### src/rtl/hist_eq_frame_ctrl_if.sv
// Pixel handshake bundle between the upstream source, the frame controller and the equalizer core.
// The controller uses the master modport. The environment (source and core) uses the slave modport.
interface hist_eq_frame_ctrl_if;
   logic       src_valid;
   logic [7:0] src_gray;
   logic       src_ready;
   logic       core_valid;
   logic [7:0] core_gray;
   logic       core_end;
   logic       core_in_ready;
   logic       core_done;

   modport master (
      input  src_valid, src_gray, core_in_ready, core_done,
      output src_ready, core_valid, core_gray, core_end
   );

   modport slave (
      output src_valid, src_gray, core_in_ready, core_done,
      input  src_ready, core_valid, core_gray, core_end
   );
endinterface

### src/rtl/hist_eq_frame_ctrl.sv
// Frame sequencer for a histogram equalizer. It alternates learn frames, LUT builds and
// stream frames that reuse the LUT, and forwards pixels to the core with a one-cycle latency.
module hist_eq_frame_ctrl #(
   parameter int unsigned WIDTH         = 320,
   parameter int unsigned HEIGHT        = 240,
   parameter int unsigned BUILD_TIMEOUT = 1024
) (
   input  logic                        i_clk,
   input  logic                        i_rst,
   hist_eq_frame_ctrl_if.master        bus,
   input  logic                        i_relearn_req,
   input  logic [3:0]                  i_reuse_cnt,
   output logic [1:0]                  o_state,
   output logic [15:0]                 o_frame_cnt,
   output logic                        o_err_timeout
);

   localparam int unsigned TOTAL = WIDTH * HEIGHT;
   localparam int unsigned TmoW  = (BUILD_TIMEOUT > 1) ? $clog2(BUILD_TIMEOUT) : 1;

   typedef enum logic [1:0] {
      StIdle   = 2'd0,
      StLearn  = 2'd1,
      StBuild  = 2'd2,
      StStream = 2'd3
   } state_e;

   state_e          state_q, state_d;
   logic [16:0]     pix_cnt_q, pix_cnt_d;
   logic [3:0]      use_cnt_q, use_cnt_d;
   logic [TmoW-1:0] tmo_cnt_q, tmo_cnt_d;
   logic            lut_valid_q, lut_valid_d;
   logic            relearn_q, relearn_d;
   logic            core_valid_q, core_valid_d;
   logic [7:0]      core_gray_q, core_gray_d;
   logic            core_end_q, core_end_d;
   logic [15:0]     frame_cnt_q, frame_cnt_d;
   logic            err_q, err_d;

   logic src_ready;
   logic xfer;
   logic last_px;

   assign src_ready = ((state_q == StLearn) || (state_q == StStream)) && bus.core_in_ready;
   assign xfer      = bus.src_valid && src_ready;
   assign last_px   = xfer && (pix_cnt_q == 17'(TOTAL - 1));

   always_comb begin
      state_d      = state_q;
      pix_cnt_d    = pix_cnt_q;
      use_cnt_d    = use_cnt_q;
      tmo_cnt_d    = tmo_cnt_q;
      lut_valid_d  = lut_valid_q;
      relearn_d    = relearn_q;
      frame_cnt_d  = frame_cnt_q;
      err_d        = err_q;
      core_valid_d = xfer;
      core_gray_d  = xfer ? bus.src_gray : core_gray_q;
      core_end_d   = last_px;

      if (xfer) begin
         pix_cnt_d = last_px ? 17'd0 : pix_cnt_q + 17'd1;
      end
      if (last_px) begin
         frame_cnt_d = frame_cnt_q + 16'd1;
      end

      case (state_q)
         StIdle: begin
            // A zero reuse count forces a learn frame even when the LUT is valid.
            if (bus.src_valid) begin
               if (!lut_valid_q || relearn_q || (i_reuse_cnt == 4'd0)) begin
                  state_d   = StLearn;
                  relearn_d = 1'b0;
               end else begin
                  state_d = StStream;
               end
            end
         end
         StLearn: begin
            if (last_px) begin
               state_d   = StBuild;
               tmo_cnt_d = '0;
            end
         end
         StBuild: begin
            tmo_cnt_d = tmo_cnt_q + TmoW'(1);
            if (bus.core_done) begin
               lut_valid_d = 1'b1;
               use_cnt_d   = 4'd0;
               state_d     = StIdle;
            end else if (tmo_cnt_q == TmoW'(BUILD_TIMEOUT - 1)) begin
               err_d       = 1'b1;
               lut_valid_d = 1'b0;
               state_d     = StIdle;
            end
         end
         StStream: begin
            if (last_px) begin
               state_d   = StIdle;
               use_cnt_d = (use_cnt_q == 4'd15) ? 4'd15 : use_cnt_q + 4'd1;
               if (((5'(use_cnt_q) + 5'd1) >= 5'(i_reuse_cnt)) || relearn_q) begin
                  lut_valid_d = 1'b0;
               end
            end
         end
         default: state_d = StIdle;
      endcase

      // A new request overrides the clear applied on learn entry.
      if (i_relearn_req) begin
         relearn_d = 1'b1;
      end
   end

   always_ff @(posedge i_clk) begin
      if (i_rst) begin
         state_q      <= StIdle;
         pix_cnt_q    <= '0;
         use_cnt_q    <= '0;
         tmo_cnt_q    <= '0;
         lut_valid_q  <= 1'b0;
         relearn_q    <= 1'b0;
         core_valid_q <= 1'b0;
         core_gray_q  <= '0;
         core_end_q   <= 1'b0;
         frame_cnt_q  <= '0;
         err_q        <= 1'b0;
      end else begin
         state_q      <= state_d;
         pix_cnt_q    <= pix_cnt_d;
         use_cnt_q    <= use_cnt_d;
         tmo_cnt_q    <= tmo_cnt_d;
         lut_valid_q  <= lut_valid_d;
         relearn_q    <= relearn_d;
         core_valid_q <= core_valid_d;
         core_gray_q  <= core_gray_d;
         core_end_q   <= core_end_d;
         frame_cnt_q  <= frame_cnt_d;
         err_q        <= err_d;
      end
   end

   assign bus.src_ready  = src_ready;
   assign bus.core_valid = core_valid_q;
   assign bus.core_gray  = core_gray_q;
   assign bus.core_end   = core_end_q;
   assign o_state        = state_q;
   assign o_frame_cnt    = frame_cnt_q;
   assign o_err_timeout  = err_q;

endmodule

### src/flat_wrapper.sv
// flat-port wrapper written by rule: the top's interface ports become plain ports
module hist_eq_frame_ctrl_flat 
#(
   parameter int unsigned WIDTH         = 320,
   parameter int unsigned HEIGHT        = 240,
   parameter int unsigned BUILD_TIMEOUT = 1024
)
  (i_clk, i_rst, i_relearn_req, i_reuse_cnt, o_state, o_frame_cnt, o_err_timeout, bus_src_valid, bus_src_gray, bus_core_in_ready, bus_core_done, bus_src_ready, bus_core_valid, bus_core_gray, bus_core_end);
  hist_eq_frame_ctrl_if bus_i ();
  input  logic i_clk;
  input  logic i_rst;
  input  logic i_relearn_req;
  input  logic [3:0] i_reuse_cnt;
  output logic [1:0] o_state;
  output logic [15:0] o_frame_cnt;
  output logic o_err_timeout;
  input wire logic [$bits(bus_i.src_valid)-1:0] bus_src_valid;
  input wire logic [$bits(bus_i.src_gray)-1:0] bus_src_gray;
  input wire logic [$bits(bus_i.core_in_ready)-1:0] bus_core_in_ready;
  input wire logic [$bits(bus_i.core_done)-1:0] bus_core_done;
  output wire logic [$bits(bus_i.src_ready)-1:0] bus_src_ready;
  output wire logic [$bits(bus_i.core_valid)-1:0] bus_core_valid;
  output wire logic [$bits(bus_i.core_gray)-1:0] bus_core_gray;
  output wire logic [$bits(bus_i.core_end)-1:0] bus_core_end;
  assign bus_i.src_valid = bus_src_valid;
  assign bus_i.src_gray = bus_src_gray;
  assign bus_i.core_in_ready = bus_core_in_ready;
  assign bus_i.core_done = bus_core_done;
  assign bus_src_ready = bus_i.src_ready;
  assign bus_core_valid = bus_i.core_valid;
  assign bus_core_gray = bus_i.core_gray;
  assign bus_core_end = bus_i.core_end;
  hist_eq_frame_ctrl #(.WIDTH(WIDTH), .HEIGHT(HEIGHT), .BUILD_TIMEOUT(BUILD_TIMEOUT)) u_core (.i_clk(i_clk), .i_rst(i_rst), .bus(bus_i), .i_relearn_req(i_relearn_req), .i_reuse_cnt(i_reuse_cnt), .o_state(o_state), .o_frame_cnt(o_frame_cnt), .o_err_timeout(o_err_timeout));
endmodule
### config.mk
export PLATFORM = sky130hd
export DESIGN_NAME = hist_eq_frame_ctrl_flat
export DESIGN_NICKNAME = d
export VERILOG_FILES = /design/src/rtl/hist_eq_frame_ctrl_if.sv /design/src/rtl/hist_eq_frame_ctrl.sv /design/src/flat_wrapper.sv
export SDC_FILE = /design/constraint.sdc
export NUM_CORES = 1
export LEC_CHECK = 0
export ABC_AREA = 0
export CORE_ASPECT_RATIO = 1.2
export CORE_MARGIN = 4
export CORE_UTILIZATION = 54
export CTS_CLUSTER_SIZE = 8
export DETAILED_ROUTE_END_ITERATION = 10
export GPL_TIMING_DRIVEN = 0
export PLACE_DENSITY = 0.81
export SYNTH_ARGS = -nofsm -noshare
export SYNTH_HDL_FRONTEND = slang
export SYNTH_SLANG_ARGS = --single-unit
### constraint.sdc
create_clock -name i_clk -period 5.5 [get_ports i_clk]
set_clock_uncertainty 0.2 [all_clocks]
set_input_delay 1.65 -clock i_clk [delete_from_list [all_inputs] [get_ports i_clk]]
set_output_delay 1.65 -clock i_clk [all_outputs]
set_load 0.01 [all_outputs]
; ---- Word level (Yosys, flattened, before mapping)
; Index checks and enable logic that the tools add are counted.
[classes]
addsub = 5
multipliers = 0
div_mod_pow = 0
n_lt_le_gt_ge = 1
n_eq_ne = 12
n_shift = 0
muxes = 23
bitwise = 1
reduce_logical = 21
[ops]
columns = cell, count
row1 = $pmux 10 s2, 1
row2 = $add 17x1->17 const B, 1
row3 = $eq 17x17->1 const B, 1
row4 = $mux 17, 1
row5 = $add 16x1->16 const B, 1
row6 = $mux 2, 6
row7 = $mux 4, 3
row8 = $add 10x1->10 const B, 1
row9 = $eq 10x10->1 const B, 1
row10 = $mux 10, 1
row11 = $reduce_bool 2->1, 5
row12 = $reduce_and 3->1, 3
row13 = $mux 1, 8
row14 = $pmux 2 s4, 1
row15 = $pmux 4 s2, 1
row16 = $reduce_and 4->1, 2
row17 = $ne 2x2->1 const B, 3
row18 = $add 4x1->5 const B, 1
row19 = $ge 5x4->1, 1
row20 = $add 4x1->4 const B, 1
row21 = $eq 2x2->1 const B, 2
row22 = $eq 4x4->1 const B, 1
row23 = $logic_not 4->1, 1
row24 = $logic_or 1x1->1, 4
row25 = 9 further kinds, 12
[word_totals]
ff_bits = 62
latchBits = 0
mem_bits_rw = 0
rom_bits = 0
in_bits = 18
out_inout_bits = 30
wordCells = 74
n_memories = 0

; ---- Logic depth before layout (Yosys ltp)
[logic_depth]
depth_word = 7
depth_mapped = 8

; ---- Worst setup path after synthesis
; Ideal clock, no wire load.
[synth_path]
path_kind = input port to output port
from = input bus_core_in_ready
to = output bus_src_ready
arrival_ns = 1.801
required_ns = 3.650
slack_ns = 1.849
stages = 2
cell_sequence = nand2_1 -> inv_1
[synth_between]
elab_chain_len = 1
[synth_lines]
columns = item, line
row1 = start: declaration, flat_wrapper.sv:19  ; input wire logic [$bits(bus_i.core_in_ready)-1:0] bus_core_in_ready;
row2 = $logic_and 1x1->1, hist_eq_frame_ctrl.sv:44  ; assign src_ready = ((state_q == StLearn) || (state_q == StStream)) && bus.core_in_ready;
row3 = end: declaration, flat_wrapper.sv:21  ; output wire logic [$bits(bus_i.src_ready)-1:0] bus_src_ready;
; Every way passes these cells.

; ---- Final worst setup path
; Ends and elaborated chain as after synthesis.

==> impl_metrics.env <==
export IMPL_die_width_um=75.6
export IMPL_syn_nets=390
export IMPL_total_power_mw=0.854
export IMPL_cts_buffer_depth=2
export IMPL_vdd_ir_drop_worst_uv=170
export IMPL_yosys_top_cells_area="sky130_fd_sc_hd__dfxtp_1 (42%), sky130_fd_sc_hd__nand2_1 (6.2%), sky130_fd_sc_hd__nor2_1 (5.5%), sky130_fd_sc_hd__xor2_1 (5.3%), sky130_fd_sc_hd__xnor2_1 (4.7%)"
export IMPL_clock_power_share_pct=39.7
export IMPL_start_util_pct=55.8
export IMPL_ios=48
export IMPL_detail_route_iter0_violations=152
export IMPL_critPathMaxFanout=3
export IMPL_number_of_enable_flip_flop_cells_after_synthesis=0
export IMPL_max_slew_margin_pct=33.9
export IMPL_globalplace_congestion=0.807
export IMPL_vias=2769
export IMPL_placement_cell_area_um2=3510
export IMPL_synthToLayoutAreaGrowth_pct=23.8
export IMPL_cp_common_cell="sky130_fd_sc_hd__clkdlybuf4s50_1"
export IMPL_holdPathStages=2
export IMPL_cts_repair_timing_setup_buffer_count=0
export IMPL_p_switching_mw=0.204
export IMPL_outcome="finished, final reports clean"
export IMPL_clock_root_buffer="sky130_fd_sc_hd__clkbuf_8"
export IMPL_global_route_wire_length_before_repair_mm=11.4
export IMPL_io_buffers=47
export IMPL_mapped_cells=364
export IMPL_tritoncts="yes"
export IMPL_cp_start_kind="input port"
export IMPL_rr_worst_depth=7
export IMPL_number_of_global_route_vias_before_repair=2599
export IMPL_pwr_share_seq_pct=53.6
export IMPL_critical_path_top_delay_family="buffers and inverters"
export IMPL_power_frac_comb_pct=6.7
export IMPL_cellLeakagePower_nw=1.24
export IMPL_grt_max_degree=11
export IMPL_layout_worst_path_cycle_share_pct=85.2
export IMPL_yosys_top_cell_area_share_pct=42.0
export IMPL_place_detailed_hpwl_mm=4.88
export IMPL_r2r_slack_ns=2.64
export IMPL_share_of_synthesized_registers_carrying_an_async_set_or_reset_pct=0
export IMPL_cts_hold_buf=0
export IMPL_grtUsageTotal_pct=22.5
export IMPL_layout_core_utilization_pct=69.1
export IMPL_hold_worst_slack_ns=0.253
export IMPL_critPathRequiredTime_ns=3.65
export IMPL_clkSlewWorstSetupHoldPaths_ns=0.06
export IMPL_finish_net_count=448
export IMPL_ys_seq_elements=62
export IMPL_drt_vias_per_instance=5.69
export IMPL_grt_setup_unrepaired="false"
export IMPL_die_h_um=89.1
export IMPL_drtAntennaViolNets=0
export IMPL_synth_sequential_area_ratio_pct=42.0
export IMPL_cts_sinks=62
export IMPL_antenna_found_initial=0
export IMPL_cell_internal_pwr_mw=0.650
export IMPL_grt_overflow_total=0
export IMPL_critical_path_cell_chain="clkdlybuf4s50_1 > nand2_1 > inv_1 > clkdlybuf4s50_1"
export IMPL_maxCapViolCount=0
export IMPL_drtPass1Iterations=4
export IMPL_power_share_switching_pct=23.9
export IMPL_synth_yosys_warnings=0
export IMPL_synth_flop_cell="sky130_fd_sc_hd__dfxtp_1"
export IMPL_max_slew_worst_pin_slew_ns=0.984
export IMPL_max_freq_mhz=213
export IMPL_final_hold_viol_count=0
export IMPL_setup_violations=0
export IMPL_post_route_drc_count=0
export IMPL_antenna_diode_count=0
export IMPL_tritoncts_num_buffers=9
export IMPL_synthDistinctLibCells=41
export IMPL_synthesis_area_per_instance_um2=8.13
export IMPL_criticalPathCategory="input port to output pin"
export IMPL_yosys_cell_count_top_type="sky130_fd_sc_hd__dfxtp_1"
export IMPL_setup_tns_ns=0
export IMPL_placement_rows=29
export IMPL_post_route_cells_drive_above_1_share_pct=4.24
export IMPL_n_fill_cell=435
export IMPL_layout_cell_area_non_filler_um2=3660
export IMPL_pwr_density_cell_nw_per_um2=233
export IMPL_cts_repair_resized=0
export IMPL_arrival_ns=2.83
export IMPL_cts_htree_levels=3
export IMPL_critical_path_depth=4
export IMPL_critical_path_buf_inv_count=3
export IMPL_design_die_area_um2=6730
export IMPL_routed_wire_length_per_instance_um=14.3
export IMPL_critPathMaxStageDelay_ns=0.53
export IMPL_timing_final_max_slew_violations=0
export IMPL_worstSkewPairLatency_ns=0.34
export IMPL_critical_path_slowest_cell="sky130_fd_sc_hd__clkdlybuf4s50_1"
export IMPL_mappedNetlistArea_um2=2960
export IMPL_hold_path_class="register to register"
export IMPL_core_area_um2=5300
export IMPL_synth_top_area_cell="sky130_fd_sc_hd__dfxtp_1"
export IMPL_critical_path_endpoint_type="output pin"
export IMPL_wirelength_mm=6.97
export IMPL_min_period_ns=4.68
export IMPL_synth_cells_most_frequent="sky130_fd_sc_hd__dfxtp_1 (62), sky130_fd_sc_hd__nand2_1 (49), sky130_fd_sc_hd__nor2_1 (43)"
[final cells by class]
cell class,count,area (um2),area share [%]
Clock buffer,12,145,3.96
Sequential cell,62,1240,33.9
Timing Repair Buffer,47,470,12.9
Buffer,16,62.6,1.71
Clock inverter,2,10.0,0.273
Multi-Input combinational cell,275,1610,44.1
Tap cell,62,77.6,2.12
Inverter,11,41.3,1.13
[cell usage in the layout, fill, tap and decap left out, types with 10 or more instances in the layout]
cell                              synthesis  routed
sky130_fd_sc_hd__nand4_1                 12      12
sky130_fd_sc_hd__a21oi_1                 27      27
sky130_fd_sc_hd__o21ai_0                 10      10
sky130_fd_sc_hd__nor3_1                  12      12
sky130_fd_sc_hd__xnor2_1                 16      16
sky130_fd_sc_hd__clkbuf_1                14      16
sky130_fd_sc_hd__nand2_1                 49      49
sky130_fd_sc_hd__dfxtp_1                 62      62
sky130_fd_sc_hd__nor2_1                  43      43
sky130_fd_sc_hd__inv_1                   11      11
sky130_fd_sc_hd__nand3_1                 16      16
sky130_fd_sc_hd__clkdlybuf4s50_1          0      47
sky130_fd_sc_hd__clkbuf_8                 0      10
sky130_fd_sc_hd__xor2_1                  18      18
[per-layer routing]
layer | GRT usage [%] | up-vias | routed length (um)
met4 | 11.1 | 0 | 134
met1 | 27.0 | 1310 | 3030
met5 | 0 | - | 0
li1 | - | 1383 | -
met3 | 5.17 | 14 | 308
met2 | 37.4 | 62 | 3490
[flip-flops by register name (all words and copies together) (netlist names)]
signal / count
u_core.tmo_cnt_q: 10
u_core.bus.core_valid: 1
u_core.pix_cnt_q: 17
u_core.o_frame_cnt: 16
u_core.use_cnt_q: 4
u_core.lut_valid_q: 1
u_core.relearn_q: 1
u_core.bus.core_gray: 8
u_core.bus.core_end: 1
u_core.o_err_timeout: 1
u_core.o_state: 2
[logic make-up after synthesis]
family	count (synthesis)	share of synthesized area, %
mux	3	1.06
compound gates	51	10.1
flops	62	42.0
simple gates	179	29.9
fa+ha+maj	8	3.38
xor+xnor	34	10.1
buf+inv	27	3.51
[worst reg2reg max path: stages (launching register included)]
cell	delay, ns
sky130_fd_sc_hd__dfxtp_1	0.39
sky130_fd_sc_hd__ha_1	0.25
sky130_fd_sc_hd__nand4_1	0.11
sky130_fd_sc_hd__nor3_1	0.76
sky130_fd_sc_hd__nand2_1	0.28
sky130_fd_sc_hd__clkbuf_1	0.30
sky130_fd_sc_hd__nor4_1	0.35
sky130_fd_sc_hd__nor3_1	0.08
[final timing paths]
path | start | endpoint
setup / recovery | bus_core_in_ready | bus_src_ready
hold / removal | u_core.bus.core_gray[2]$_SDFFE_PP0P_ | u_core.bus.core_gray[2]$_SDFFE_PP0P_
setup reg to reg | u_core.pix_cnt_q[0]$_SDFFE_PP0P_ | u_core.use_cnt_q[1]$_SDFFE_PP0P_
hold reg to reg | u_core.bus.core_gray[2]$_SDFFE_PP0P_ | u_core.bus.core_gray[2]$_SDFFE_PP0P_
[power groups by stage]
stage | registers (mW) | clock network (mW) | logic, mW
after floorplan | 0.468 | 0 | 0.0269
after detailed placement | 0.468 | 0 | 0.0568
after global routing | 0.458 | 0.366 | 0.0622
final | 0.458 | 0.339 | 0.0572
after CTS | 0.458 | 0.340 | 0.0571
after global placement | 0.467 | 0 | 0.0557
[metrics by stage]
step / instances / worst slack, ns
after floorplan: 364 / 1.85
after global placement: 473 / 0.816
after detailed placement: 473 / 0.819
after CTS: 487 / 0.808
after global routing: 487 / 0.771
final: 487 / 0.815
No activity file was read; power rests on OpenSTA's default activity.
